### config.mk
export PLATFORM = sky130hd
export DESIGN_NAME = aes_round_sequencer
export DESIGN_NICKNAME = d
export VERILOG_FILES = /design/src/rtl/aes_pkg.sv /design/src/rtl/aes_beat_counter.sv /design/src/rtl/aes_round_sequencer.sv
export SDC_FILE = /design/constraint.sdc
export NUM_CORES = 1
export LEC_CHECK = 0
export CAP_MARGIN = 10
export CORE_MARGIN = 3
export CORE_UTILIZATION = 64
export CTS_CLUSTER_SIZE = 40
export DETAILED_ROUTE_END_ITERATION = 16
export DONT_BUFFER_PORTS = 1
export HOLD_SLACK_MARGIN = 0.12
export PLACE_DENSITY = 0.8
export SETUP_SLACK_MARGIN = 0.1
export SLEW_MARGIN = 20
export SYNTH_ARGS = -nofsm -noshare
export SYNTH_HDL_FRONTEND = slang
export SYNTH_SLANG_ARGS = --single-unit
### constraint.sdc
create_clock -name clock_i -period 2.45 [get_ports clock_i]
set_input_delay 0.735 -clock clock_i [delete_from_list [all_inputs] [get_ports clock_i]]
set_output_delay 0.735 -clock clock_i [all_outputs]
set_load 0.005 [all_outputs]
### src/rtl/aes_pkg.sv
// rtl/aes_pkg.sv - shared state encodings, datapath select codes and key-length helpers
package aes_pkg;

    typedef enum logic [3:0] {
        ST_IDLE              = 4'd0,
        ST_PTEXT_WRITE       = 4'd1,
        ST_KEY_WRITE         = 4'd2,
        ST_COMPUTE_ROUNDKEYS = 4'd3,
        ST_INIT_ADDROUNDKEY  = 4'd4,
        ST_SUBBYTES          = 4'd5,
        ST_SHIFTROWS         = 4'd6,
        ST_MIXCOLUMNS        = 4'd7,
        ST_ADDROUNDKEY       = 4'd8,
        ST_INV_SUBBYTES      = 4'd9,
        ST_INV_SHIFTROWS     = 4'd10,
        ST_INV_MIXCOLUMNS    = 4'd11,
        ST_DONE              = 4'd12,
        ST_CTEXT_READ        = 4'd13
    } state_t;

    localparam logic [3:0] SEL_LOAD           = 4'd0;
    localparam logic [3:0] SEL_SUBBYTES       = 4'd1;
    localparam logic [3:0] SEL_SHIFTROWS      = 4'd2;
    localparam logic [3:0] SEL_MIXCOLUMNS     = 4'd3;
    localparam logic [3:0] SEL_ADDROUNDKEY    = 4'd4;
    localparam logic [3:0] SEL_INV_SUBBYTES   = 4'd5;
    localparam logic [3:0] SEL_INV_SHIFTROWS  = 4'd6;
    localparam logic [3:0] SEL_INV_MIXCOLUMNS = 4'd7;

    function automatic logic [3:0] key_nr(input logic [1:0] key_len);
        case (key_len)
            2'd1:    return 4'd12;
            2'd2:    return 4'd14;
            default: return 4'd10;
        endcase
    endfunction

    function automatic logic [3:0] key_nk(input logic [1:0] key_len);
        case (key_len)
            2'd1:    return 4'd6;
            2'd2:    return 4'd8;
            default: return 4'd4;
        endcase
    endfunction

endpackage

### src/rtl/aes_beat_counter.sv
// rtl/aes_beat_counter.sv - beat counter over one 4x4 state matrix, LANES columns/rows per beat
module aes_beat_counter #(
    parameter int LANES = 1
) (
    input  logic       clock_i,
    input  logic       reset_i,
    input  logic       clear_i,
    output logic [1:0] beat_o,
    output logic       last_o
);
    localparam logic [1:0] LAST_BEAT = 2'(4 / LANES - 1);

    logic [1:0] beat_q, beat_d;

    always_comb begin
        if (clear_i || beat_q == LAST_BEAT) beat_d = 2'd0;
        else                                beat_d = beat_q + 2'd1;
    end

    always_ff @(posedge clock_i or posedge reset_i) begin
        if (reset_i) beat_q <= 2'd0;
        else         beat_q <= beat_d;
    end

    assign beat_o = beat_q;
    assign last_o = (beat_q == LAST_BEAT);
endmodule

### src/rtl/aes_round_sequencer.sv
// rtl/aes_round_sequencer.sv - AES cipher / inverse-cipher round sequencer driving a matrix datapath
module aes_round_sequencer
    import aes_pkg::*;
#(
    parameter int LANES    = 1,
    parameter int RK_IDX_W = 4
) (
    input  logic                clock_i,
    input  logic                reset_i,
    input  logic                start_write_n_i,
    input  logic                start_read_n_i,
    input  logic [1:0]          key_len_i,
    input  logic                decrypt_i,
    input  logic                abort_i,
    input  logic                key_expand_done_i,
    output logic [3:0]          matrix_in_sel_o,
    output logic                matrix_write_enable_o,
    output logic                input_mat_row_col_o,
    output logic                output_mat_row_col_o,
    output logic [1:0]          input_mat_idx_o,
    output logic [1:0]          output_mat_idx_o,
    output logic                key_start_o,
    output logic [RK_IDX_W-1:0] round_key_idx_o,
    output logic                done_o,
    output logic                busy_o,
    output logic                cfg_err_o,
    output logic [5:0]          dbg_state_o,
    output logic [3:0]          dbg_round_o
);
    state_t     state_q, state_d;
    logic [3:0] round_q, round_d;
    logic [3:0] key_cnt_q, key_cnt_d;
    logic [1:0] key_len_q, key_len_d;
    logic       decrypt_q, decrypt_d;
    logic       cfg_err_q, cfg_err_d;
    logic [1:0] beat, beat_idx;
    logic       last;
    logic [3:0] nr, nk, key_cycles;
    logic       col, idx_en, rk_en;

    assign nr         = key_nr(key_len_q);
    assign nk         = key_nk(key_len_q);
    assign key_cycles = (LANES == 2) ? {1'b0, nk[3:1]} : nk;
    assign beat_idx   = (LANES == 2) ? {beat[0], 1'b0} : beat;

    aes_beat_counter #(.LANES(LANES)) u_beat (
        .clock_i (clock_i),
        .reset_i (reset_i),
        .clear_i (abort_i || (state_d != state_q)),
        .beat_o  (beat),
        .last_o  (last)
    );

    always_ff @(posedge clock_i or posedge reset_i) begin
        if (reset_i) begin
            state_q   <= ST_IDLE;
            round_q   <= 4'd0;
            key_cnt_q <= 4'd0;
            key_len_q <= 2'd0;
            decrypt_q <= 1'b0;
            cfg_err_q <= 1'b0;
        end else begin
            state_q   <= state_d;
            round_q   <= round_d;
            key_cnt_q <= key_cnt_d;
            key_len_q <= key_len_d;
            decrypt_q <= decrypt_d;
            cfg_err_q <= cfg_err_d;
        end
    end

    always_comb begin
        state_d   = state_q;
        round_d   = round_q;
        key_len_d = key_len_q;
        decrypt_d = decrypt_q;
        cfg_err_d = 1'b0;
        key_cnt_d = (state_q == ST_KEY_WRITE) ? key_cnt_q + 4'd1 : 4'd0;
        if (abort_i) begin
            state_d   = ST_IDLE;
            round_d   = 4'd0;
            key_cnt_d = 4'd0;
        end else begin
            case (state_q)
                ST_IDLE: if (!start_write_n_i) begin
                    if (key_len_i == 2'd3) cfg_err_d = 1'b1;
                    else begin
                        state_d   = ST_PTEXT_WRITE;
                        key_len_d = key_len_i;
                        decrypt_d = decrypt_i;
                        round_d   = 4'd0;
                    end
                end
                ST_PTEXT_WRITE: if (last) state_d = ST_KEY_WRITE;
                ST_KEY_WRITE: if (key_cnt_q == key_cycles - 4'd1) begin
                    state_d   = ST_COMPUTE_ROUNDKEYS;
                    key_cnt_d = 4'd0;
                end
                ST_COMPUTE_ROUNDKEYS: if (key_expand_done_i) begin
                    state_d = ST_INIT_ADDROUNDKEY;
                    round_d = decrypt_q ? nr : 4'd0;
                end
                ST_INIT_ADDROUNDKEY: if (last) begin
                    state_d = decrypt_q ? ST_INV_SHIFTROWS : ST_SUBBYTES;
                    round_d = decrypt_q ? round_q - 4'd1 : 4'd1;
                end
                ST_SUBBYTES:  if (last) state_d = ST_SHIFTROWS;
                // the final encrypt round has no MixColumns
                ST_SHIFTROWS: if (last) state_d = (round_q == nr) ? ST_ADDROUNDKEY : ST_MIXCOLUMNS;
                ST_MIXCOLUMNS: if (last) state_d = ST_ADDROUNDKEY;
                ST_ADDROUNDKEY: if (last) begin
                    if (decrypt_q) state_d = (round_q == 4'd0) ? ST_DONE : ST_INV_MIXCOLUMNS;
                    else if (round_q == nr) state_d = ST_DONE;
                    else begin
                        state_d = ST_SUBBYTES;
                        round_d = round_q + 4'd1;
                    end
                end
                ST_INV_SHIFTROWS: if (last) state_d = ST_INV_SUBBYTES;
                ST_INV_SUBBYTES:  if (last) state_d = ST_ADDROUNDKEY;
                ST_INV_MIXCOLUMNS: if (last) begin
                    state_d = ST_INV_SHIFTROWS;
                    round_d = round_q - 4'd1;
                end
                ST_DONE: if (!start_read_n_i) state_d = ST_CTEXT_READ;
                ST_CTEXT_READ: if (last) begin
                    state_d = ST_IDLE;
                    round_d = 4'd0;
                end
                default: state_d = ST_IDLE;
            endcase
        end
    end

    always_comb begin
        matrix_in_sel_o       = SEL_LOAD;
        matrix_write_enable_o = 1'b0;
        col                   = 1'b0;
        idx_en                = 1'b0;
        rk_en                 = 1'b0;
        case (state_q)
            ST_PTEXT_WRITE: begin
                matrix_write_enable_o = 1'b1; col = 1'b1; idx_en = 1'b1;
            end
            ST_INIT_ADDROUNDKEY, ST_ADDROUNDKEY: begin
                matrix_in_sel_o = SEL_ADDROUNDKEY;
                matrix_write_enable_o = 1'b1; col = 1'b1; idx_en = 1'b1; rk_en = 1'b1;
            end
            ST_SUBBYTES: begin
                matrix_in_sel_o = SEL_SUBBYTES;
                matrix_write_enable_o = 1'b1; col = 1'b1; idx_en = 1'b1;
            end
            ST_SHIFTROWS: begin
                matrix_in_sel_o = SEL_SHIFTROWS;
                matrix_write_enable_o = 1'b1; idx_en = 1'b1;
            end
            ST_MIXCOLUMNS: begin
                matrix_in_sel_o = SEL_MIXCOLUMNS;
                matrix_write_enable_o = 1'b1; col = 1'b1; idx_en = 1'b1;
            end
            ST_INV_SUBBYTES: begin
                matrix_in_sel_o = SEL_INV_SUBBYTES;
                matrix_write_enable_o = 1'b1; col = 1'b1; idx_en = 1'b1;
            end
            ST_INV_SHIFTROWS: begin
                matrix_in_sel_o = SEL_INV_SHIFTROWS;
                matrix_write_enable_o = 1'b1; idx_en = 1'b1;
            end
            ST_INV_MIXCOLUMNS: begin
                matrix_in_sel_o = SEL_INV_MIXCOLUMNS;
                matrix_write_enable_o = 1'b1; col = 1'b1; idx_en = 1'b1;
            end
            ST_CTEXT_READ: begin
                col = 1'b1; idx_en = 1'b1;
            end
            default: ;
        endcase
    end

    assign input_mat_row_col_o  = col;
    assign output_mat_row_col_o = col;
    assign input_mat_idx_o      = idx_en ? beat_idx : 2'd0;
    assign output_mat_idx_o     = idx_en ? beat_idx : 2'd0;
    assign key_start_o          = (state_q == ST_PTEXT_WRITE) && last;
    assign round_key_idx_o      = rk_en ? RK_IDX_W'(round_q) : '0;
    assign done_o               = (state_q == ST_DONE);
    assign busy_o               = (state_q != ST_IDLE) && (state_q != ST_DONE);
    assign cfg_err_o            = cfg_err_q;
    assign dbg_state_o          = {2'b00, state_q};
    assign dbg_round_o          = round_q;
endmodule

# ---- Word-level counts from Yosys, hierarchy flattened
# Cells that the tools add are included.
dict set report totals {
  reg_bits 18
  in_bits 9
  output_inout_bits 29
  word_cells 112
}
dict set report op_classes {
  n_addsub 5
  eq_ne 30
  n_mux 52
  n_bitwise 3
  n_reduce_logical 15
}
# cell count
set ops {}
lappend ops {{$mux 4} 36}
lappend ops {{$pmux 4 s13} 1}
lappend ops {{$ne 3x3->1 const B} 9}
lappend ops {{$eq 4x4->1 const B} 6}
lappend ops {{$pmux 4 s6} 1}
lappend ops {{$pmux 3 s7} 1}
lappend ops {{$eq 4x3->1 const B} 4}
lappend ops {{$reduce_and 10->1} 1}
lappend ops {{$reduce_or 10->1} 1}
lappend ops {{$reduce_or 9->1} 1}
lappend ops {{$add 4x1->4 const B} 2}
lappend ops {{$eq 4x2->1 const B} 2}
lappend ops {{$eq 4x4->1} 2}
lappend ops {{$logic_not 4->1} 2}
lappend ops {{$mux 1} 8}
lappend ops {{$pmux 4 s2} 1}
lappend ops {{$reduce_or 8->1} 1}
lappend ops {{$sub 4x1->4 const B} 2}
lappend ops {{$reduce_bool 7->1} 1}
lappend ops {{$eq 2x2->1 const B} 3}
lappend ops {{$pmux 3 s2} 1}
lappend ops {{$eq 4x1->1 const B} 1}
lappend ops {{$mux 2} 2}
lappend ops {{$ne 4x4->1} 1}
lappend ops {{10 further kinds} 15}

# ---- Longest topological paths before layout
dict set report logic_depth {
  word_depth 12
  ltp_mapped 12
  mapped_depth_nobuf 9
}

# ---- By module
# A second synthesis with hierarchy kept.
dict set report hier_totals {
  hier_cells 253
  hier_area_um2 1976.9
}
# mod instances cells_per_inst area_each_um2
set modules_own_cells {}
lappend modules_own_cells {aes_round_sequencer 1 247 1888.1}
lappend modules_own_cells {aes_beat_counter 1 6 88.8}

# ---- Worst setup path after synthesis
# Ideal clock, no wire load.
dict set report synth_path {
  path_kind {reg-to-output}
  from {reg state_q[2]}
  to {out output_mat_row_col_o}
  arrival_time_ns 1.533
  path_slack_ns 0.182
  stages_incl_launch_ff 8
  path_cell_list {dfrtp_1 -> clkbuf_2 -> inv_1 -> ha_1 -> nor2_1 -> o21ai_1 -> nor2b_1 -> buf_4}
}
dict set report synth_via {
  elab_chain_cells 3
  elab_cells_between_ends 10
  classes_between {eq/ne: 8; mux: 1; reduce/logical: 1}
}
# item line
set synth_lines {}
lappend synth_lines {{start, declared} aes_round_sequencer.sv:30} ;# state_t state_q, state_d;
lappend synth_lines {{start signal, assigned} aes_round_sequencer.sv:63} ;# state_q <= state_d;
lappend synth_lines {{$eq 4x1->1, or another cell as far along} aes_round_sequencer.sv:141} ;# case (state_q)
lappend synth_lines {{$reduce_or 8->1 (no line) *} n/a}
lappend synth_lines {{$mux 1 *} aes_round_sequencer.sv:141}
lappend synth_lines {{end, declared} aes_round_sequencer.sv:19} ;# output logic output_mat_row_col_o,
# Mark *: on every way between the ends. The rest lies on a longest branch, timed or not.

# ---- Worst setup path after layout
dict set report layout_path {
  from {reg state_q[1]}
  to {out round_key_idx_o[0]}
}
dict set report layout_via {
  elab_chain_cells 4
  elab_cells_between_ends 5
  classes_between {eq/ne: 2; mux: 2; reduce/logical: 1}
}
# item line
set layout_lines {}
lappend layout_lines {{$eq 4x4->1 / $eq 4x3->1 (equally long branches)} aes_round_sequencer.sv:141}
lappend layout_lines {{$reduce_or 2->1 *} aes_round_sequencer.sv:141}
lappend layout_lines {{$mux 1 *} aes_round_sequencer.sv:141}
lappend layout_lines {{$mux 4 *} aes_round_sequencer.sv:185} ;# assign round_key_idx_o = rk_en ? RK_IDX_W'(round_q) : '0;
lappend layout_lines {{end, declared} aes_round_sequencer.sv:23} ;# output logic [RK_IDX_W-1:0] round_key_idx_o,
# Marks and branches as above.

==> impl_results.md <==
* Final Slew Violations at 0
* Critical path class: flip-flop to output pin
* Tmin final at 2.35 ns
* CP max stage cell: dfrtp_2
* Drt first pass iters at 5
* Simple-gate share of the synthesized area at 28.8%
* Final Cell Area at 2070 µm²
* TritonCTS clock tree: yes
* Initial Utilization at 71.3%
* Syn Inst Count at 237
* P_leak at 0.907 nW
* Die Wd at 59.9 µm
* Most instantiated cells after synthesis: 19 x nand2_1, 18 x dfrtp_1, 16 x inv_1, 16 x nor2_1, 14 x o21ai_0
* Share of layout cells above drive strength 1 at roughly 22%
* Total die area at 3590 µm²
* Critical Path End Type: output pin
* Detail Route Antenna Nets at 0
* Hold Vio Cnt, Final at 0
* Biggest area consumer among synthesized cells: dfrtp_1
* EDFF count, synth at 0
* Via density at 6.99
* Largest net degree at the start of global routing at 19
* Synth Area in Adders at around 7.4%
* Crit path cell chain: buf_4, or2_1, nor3_1
* I/O pin count at 38
* CP Data Required Time at 1.71 ns
* Count leader, synth: nand2_1
* Final setup fails at 0
* IO buf count at 0
* CP peak stage delay at 0.51 ns
* Routed WL per cell at 20.3 µm
* Max Clk Rate at 426 MHz
* Worst-path clk slew at 0.11 ns
* Site Rows at 18
* Longest Clk Path Bufs at 2
* Final wirelength at 5.48 mm
* Peak VDD IR at 524 µV
* Yosys reg bits at 18
* Post-synth top area share at about a quarter
* Top cells by area, synth: dfrtp_1 24%, ha_1 7.4%, nand2_1 3.8%
* Ys flop type: dfrtp_1
* Hold buffer count at CTS at 0
* Post-DP Area at 1870 µm²
* Core Region at 2610 µm²
* Die Ht at between 50 and 60 µm
* Register area share after synthesis at between 20% and 30%
* Root buffer cell: clkbuf_4
* Synth Area in Compound Gates at 24.4%
* Synth-to-Final Area Change at 11.4%
* Syn avg cell area at 7.86 µm²
* Max Cap Viol at 0
* Unrepaired setup endpoints after global routing: yes
* Synth Cell Area at roughly 1900 µm²
* Total power at 696 µW
* Final nets at ~260
* Fill count at 181
* Worst EP arrival at ~1.6 ns
* Clk_skew at 0.00936 ns
* Status: complete, no violations
* Total global routing overflow at 0
* Synth cell types at 63
* DRC at 0
* Warnings, synthesis at 0
* Clock sinks at 18
* Via count at around 1,900
* Type of the worst min-delay path: input pin to asynchronous set/reset pin
* Number of antenna diodes at 0
* Worst Tran Pin Value at around 0.71 ns
* Multi-input logic area at ~1400 µm²
* H-tree levels at 1
* Seq. cell area at roughly 450 µm²
* Tcrit/Tclk final at between 90% and 100%
* Post-Synth XOR/XNOR Area at roughly 2.4%
* DP HPWL at ~3.9 mm
* Vias in the first global route at about 1,800
* Initial antenna violation count at 0
* Max-slew headroom at 52.4%
* Worst-Skew Late Latency at ~0.31 ns
* Pwr Density at between 300 and 400 nW/µm²
* Total CTS buffers at 3
* Violation count after the first detailed-routing iteration at 172
* Critical Path Fanout Max at 9
* GRT Total Usage at 31.8%
* Multiplexer area fraction after synthesis at 2.89%
* GP Congestion at a little over 1
* First-pass GRT wire length at 8.69 mm
* Startpoint class of the critical path: flip-flop
* Synth async-reset ratio at 100%
* Combinational family with the most area after synthesis: simple AND/OR/NAND/NOR gates
cells in the final DEF (no fill, tap or decap), drive strengths merged, types with 10 or more instances in the layout:
cell type	instances
o21ai	22
nand2	19
nor2	19
dfrtp	18
inv	17
buf	15
ha	11
nor3	10
registers in the layout, indices dropped and copies added (netlist names):
| signal | count |
|---|---|
| cfg_err_o | 1 |
| dbg_round_o | 4 |
| decrypt_q | 1 |
| key_cnt_q | 4 |
| key_len_q | 2 |
| state_q | 4 |
| u_beat.beat_o | 2 |
routing by layer:
layer  wire (µm)  global-route usage [%]
met5           0                       0
met4         155                    12.0
met3         547                    5.40
met2        2640                    51.7
met1        2140                    42.2
kinds of logic after synthesis:
family                     Yosys count
adders and majority gates           11
muxes                                5
xor gates and xnor gates             5
other                                1
buffers and inverters               36
and+or+nand+nor                     96
DFF                                 18
AOI/OAI and AO/OA                   65
timing repair:
item / in CTS / in global routing
setup buffers: 4 / 1
endpoints found under the setup margin: 20 / 17
pin swaps: 1 / 2
gates resized for setup: 21 / 11
hold endpoints to repair: 0 / 0
gates cloned: 0 / 0
per-stage QoR:
step	hold slack (ns)	utilization, %	instances	setup TNS [ns]	setup slack, ns
6_report	0.414	79.4	270	0	0.104
5_1_grt	0.453	79.4	270	-0.0731	-0.0451
4_1_cts	0.424	77.2	269	0	0.0899
3_5_place_dp	0.457	71.6	261	-0.0564	-0.0373
3_3_place_gp	0.450	71.6	261	-0.00396	-0.00358
2_1_floorplan	0.431	-	239	0	0.182
final cells by class:
class,instances,area share [%]
flip-flops and latches,18,21.8
well taps,30,1.81
inverters,17,3.08
repair buffers,16,6.10
clock buffers,4,1.75
multi-input cells,185,65.4
critical path: cells and delay by family, from the launching register on:
kind          cells  cell delay, ns
simple gates      2            0.60
flops             1            0.51
buf+inv           1            0.20
worst paths after layout:
kind / startpoint / slack, ns / endpoint / cells after the start
min in group clock_i: u_beat.beat_o[0] / 0.48 / u_beat.beat_o[0] / 1
max in group asynchronous: reset_i / 1.53 / state_q[1] / 1
worst max-delay path: state_q[1] / 0.10 / round_key_idx_o[0] / 3
worst max register to register: state_q[3] / 0.16 / u_beat.beat_o[1] / 9
worst min register to register: u_beat.beat_o[0] / 0.48 / u_beat.beat_o[0] / 1
worst min-delay path: reset_i / 0.41 / cfg_err_o / 1
power by group:
part           switching [mW]  internal, mW  total [mW]
clock                   0.100        0.0908       0.191
combinational          0.0978        0.0674       0.165
sequential             0.0273         0.312       0.340
total                   0.226         0.471       0.696
(Power assumes the default switching activity.)
